File: src/rtl/mux_arb_stream.sv
// mux_arb_stream: fixed/round-robin N:1 stream mux with a registered output slot; define MUX_ARB_STREAM_STATS_EN for per-channel transfer counters
module mux_arb_stream #(
    parameter int WIDTH  = 16,
    parameter int NUM_IN = 4,
    parameter int SEL_W  = $clog2(NUM_IN)
) (
    input  logic                    clk,
    input  logic                    rst_n,
    input  logic [NUM_IN*WIDTH-1:0] in_data,
    input  logic [NUM_IN-1:0]       in_valid,
    output logic [NUM_IN-1:0]       in_ready,
    input  logic                    mode,
    input  logic [SEL_W-1:0]        sel,
    output logic [WIDTH-1:0]        out_data,
    output logic [SEL_W-1:0]        out_chan,
    output logic                    out_valid,
    input  logic                    out_ready,
    input  logic [SEL_W-1:0]        stat_sel,
    output logic [15:0]             stat_count
);
    logic [SEL_W-1:0] ptr, rr_gnt, gnt;
    logic             rr_hit, fx_hit, hit, load_en, xfer;
    always_comb begin
        rr_hit = 1'b0;
        rr_gnt = '0;
        for (int k = NUM_IN; k >= 1; k--) begin
            if (in_valid[(int'(ptr) + k) % NUM_IN]) begin
                rr_hit = 1'b1;
                rr_gnt = SEL_W'((int'(ptr) + k) % NUM_IN);
            end
        end
    end
    always_comb begin
        fx_hit   = (int'(sel) < NUM_IN) && in_valid[sel];
        hit      = mode ? rr_hit : fx_hit;
        gnt      = mode ? rr_gnt : sel;
        load_en  = ~out_valid | out_ready;
        xfer     = rst_n & load_en & hit;
        in_ready = xfer ? NUM_IN'(1) << gnt : '0;
    end
    always_ff @(posedge clk) begin
        if (!rst_n) begin
            out_valid <= 1'b0;
            out_data  <= '0;
            out_chan  <= '0;
            ptr       <= SEL_W'(NUM_IN - 1);
        end else if (xfer) begin
            out_valid <= 1'b1;
            out_data  <= in_data[int'(gnt)*WIDTH +: WIDTH];
            out_chan  <= gnt;
            ptr       <= gnt;
        end else if (out_ready) begin
            out_valid <= 1'b0;
        end
    end
`ifdef MUX_ARB_STREAM_STATS_EN
    logic [15:0] cnt [NUM_IN];
    always_ff @(posedge clk) begin
        if (!rst_n) begin
            for (int i = 0; i < NUM_IN; i++) cnt[i] <= '0;
        end else if (xfer && cnt[gnt] != 16'hFFFF) begin
            cnt[gnt] <= cnt[gnt] + 16'd1;
        end
    end
    always_comb stat_count = (int'(stat_sel) < NUM_IN) ? cnt[stat_sel] : '0;
`else
    logic unused_stat;
    assign unused_stat = ^stat_sel;
    assign stat_count  = '0;
`endif
endmodule

File: config.mk
export PLATFORM = sky130hd
export DESIGN_NAME = mux_arb_stream
export DESIGN_NICKNAME = d
export VERILOG_FILES = /design/src/rtl/mux_arb_stream.sv
export SDC_FILE = /design/constraint.sdc
export NUM_CORES = 1
export LEC_CHECK = 0
export CAP_MARGIN = 10
export CELL_PAD_IN_SITES_DETAIL_PLACEMENT = 0
export CELL_PAD_IN_SITES_GLOBAL_PLACEMENT = 1
export CORE_MARGIN = 2
export CORE_UTILIZATION = 23
export DETAILED_ROUTE_END_ITERATION = 12
export PLACE_DENSITY_LB_ADDON = 0.1
export SLEW_MARGIN = 20
export SYNTH_ARGS = -nofsm -noshare
export SYNTH_HDL_FRONTEND = slang
export SYNTH_SLANG_ARGS = --single-unit
File: constraint.sdc
create_clock -name clk -period 2.2 [get_ports clk]
set_input_delay 0.55 -clock clk [delete_from_list [all_inputs] [get_ports clk]]
set_output_delay 0.55 -clock clk [all_outputs]
set_load 0.1 [all_outputs]
==> metrics.txt, run 1 <==
status finished, violations left; violations in the final reports negative setup slack; number of hold buffers added after cts 0; dominant synthesized flop cell dfxtp_1; Floorplan Core Area ~6400 sq um; setup slack after layout -0.139 ns; post-synthesis async set-or-reset flop share 0%; clock tree root driver cell clkbuf_8; setup repair after global routing missed its margin true; Ant. Diodes 0; final hold vios 0; required arrival time at the worst endpoint 1.65 ns; sequential power share 25.0%; arrival time at the worst endpoint roughly 1.8 ns; Distinct cells, synth 37; critical setup path kind in -> out; maximum level of the CTS H-tree 1; pins over their slew limit 0; full die area ~7300 sq um; Initial Utilization a little under a quarter; CTS max path bufs 2; FF-to-FF Start ptr[1]; average via count per standard cell 4.57; via count of the first global-routing pass 1639; share of layout cells above drive strength 1 a little over a third; Comb power frac 61.4%; number of vias in the routed layout 1617; Clk pin slew, worst setup/hold paths 0.08 ns; die span in x 85.4 microns; number of endpoints failing setup at the final stage 4; area delta synth->final 91.1%; Setup Skew 0.00741 ns; Achievable Freq 428 MHz; num ports 115; net switching fraction of the power 49.9%; class of the tightest hold or removal check reg -> reg; sum of negative setup slack -0.422 ns; kind of end point of the critical path output pin; launching element of the worst setup path in_valid[1]; flop and latch count out of synthesis 21; Clk pwr share 13.6%; top library cells by usage in the layout, fill and taps aside 64 x clkdlybuf4s50_1, 46 x buf_4, 32 x mux2i_1; count of maximum capacitance violations 0; maximum fanout count along the critical path 7; clock sink count 21; drt first-iter violations 29; Peak supply drop 0.283 mV; internal power consumption 946 uW; die height 85.4 microns; maximum number of pins on one net before global-route repair 27; post-synthesis instance area 1520 sq um; minimum period implied by the final worst setup slack 2.34 ns; wire length of the first global-routing pass roughly 8000 microns; grt ovf 0; clock latency of the later-clocked register in the worst-skew pair 0.26 ns; GRT Util Overall between 10 and 15%; global placer's final weighted congestion 0.765; cell taking the most area after synthesis dfxtp_1; net switching component of the power 943 uW; number of placement rows 29; router iterations before antenna repair 4; nets 354; final routed wire length divided by cell count 14.1 microns; DRC violation count after routing 0; startpoint of the lowest-slack hold path out_chan[0]; number of synthesized flops with an enable pin 0; number of antenna violations at the first check in global routing 0; remaining number of nets flagged by the antenna check after routing 0; IO buf count 96; warning count from the yosys run 0; leading cell type in the layout, fill and taps excluded clkdlybuf4s50_1; share of the clock period used by the worst path after layout 106%; reported leakage power 1.29 nW; share of the synthesized area in the top cell type 27.6%; sequential fraction of the synthesis area between 20% and 30%; TritonCTS clock tree built; Synth area leaders dfxtp_1 28%, mux2i_1 21%, buf_4 8.9%; wirelength, routed 5000 microns; final core utilization a little under half; synthesized area per cell 9.58 sq um; Pwr per Cell Area 649 nW/um^2; TritonCTS buffer count 3; nature of the critical path startpoint input port; DP Wirelength 3820 microns; Post-Syn Instances 159
[metal layers]
layer	global-route usage (%)	vias up	share of wire (%)
li1	-	809	-
met1	16.4	740	42
met2	24.2	63	50
met3	2.63	5	7.5
met4	4.33	0	1.2
met5	0	-	0
[repair_timing]
action / CTS / global route
endpoints found under the setup margin: 25 / 4
buffers inserted: 5 / 1
pin swaps: 11 / 5
resized for setup: 64 / 2
[critical path, cell delays in order]
cell and delay, ns:
buf_8 0.11, or3b_1 0.36, o2111ai_2 0.09, o211ai_1 0.19
buf_4 0.19, nor2_4 0.12, buf_12 0.18
[final timing paths]
kind	to	slack, ns	depth (start not counted)
hold reg to reg	out_chan[0]	0.47	2
setup reg to reg	out_data[15]	0.16	7
hold / removal	out_chan[0]	0.47	2
setup / recovery	in_ready[0]	-0.14	7
[synthesized netlist by cell type (all sizes together), types with 2 or more instances]
| cell | n |
|---|---|
| mux2i | 32 |
| buf | 26 |
| dfxtp | 21 |
| o221ai | 17 |
| nand3 | 16 |
| nand2 | 7 |
| nor2 | 7 |
| a21boi | 3 |
| inv | 3 |
| nor2b | 3 |
| and2b | 2 |
| nand2b | 2 |
| nor3 | 2 |
| o211ai | 2 |
| o21ai | 2 |
[cells by family after synthesis]
logic type / synth area share (%)
mux: 21.0
flops: 27.6
simple gates: 17.2
compound gates: 20.2
other cells: 0.246
buf+inv: 13.7
[stage by stage]
step / total power, mW / setup WS (ns) / cell area (sq um) / std cells / hold WS [ns]
final: 1.89 / -0.139 / 2910 / 354 / 0.472
after detailed placement: 1.62 / -0.741 / 2740 / 344 / 0.460
after floorplan: 1.31 / -0.500 / 1690 / 174 / 0.545
after global routing: 1.98 / -0.202 / 2910 / 354 / 0.506
after CTS: 1.91 / -0.177 / 2900 / 353 / 0.473
after global placement: 1.62 / -0.673 / 2740 / 344 / 0.442
[layout make-up]
class / instances / area (sq um)
clock buffer: 3 / 41.3
sequential: 21 / 429
clock inverter: 1 / 5.00
multi-input combinational: 124 / 1120
tap: 77 / 96.3
fill: 645 / 3480
timing repair buffer: 125 / 1210
inverter: 3 / 11.3
[sequential cells by signal, indices dropped and copies added, names as in the netlist]
register / cells
out_chan: 2
out_valid: 1
out_data: 16
ptr: 2
[power by group through the flow]
stage	Sequential, mW	Clock [mW]	Combinational [mW]
2_1_floorplan	0.867	0	0.440
3_3_place_gp	0.478	0	1.14
3_5_place_dp	0.481	0	1.14
4_1_cts	0.474	0.268	1.17
5_1_grt	0.479	0.288	1.21
6_report	0.472	0.257	1.16
(Power assumes the default switching activity.)
==> inputs of run 2 (changes only) <==
ABC_CLOCK_PERIOD_IN_PS = 2200   (was not set)
==> results of run 2 <==
Same layout as run 1: the final DEF is identical, and so are final timing and power.
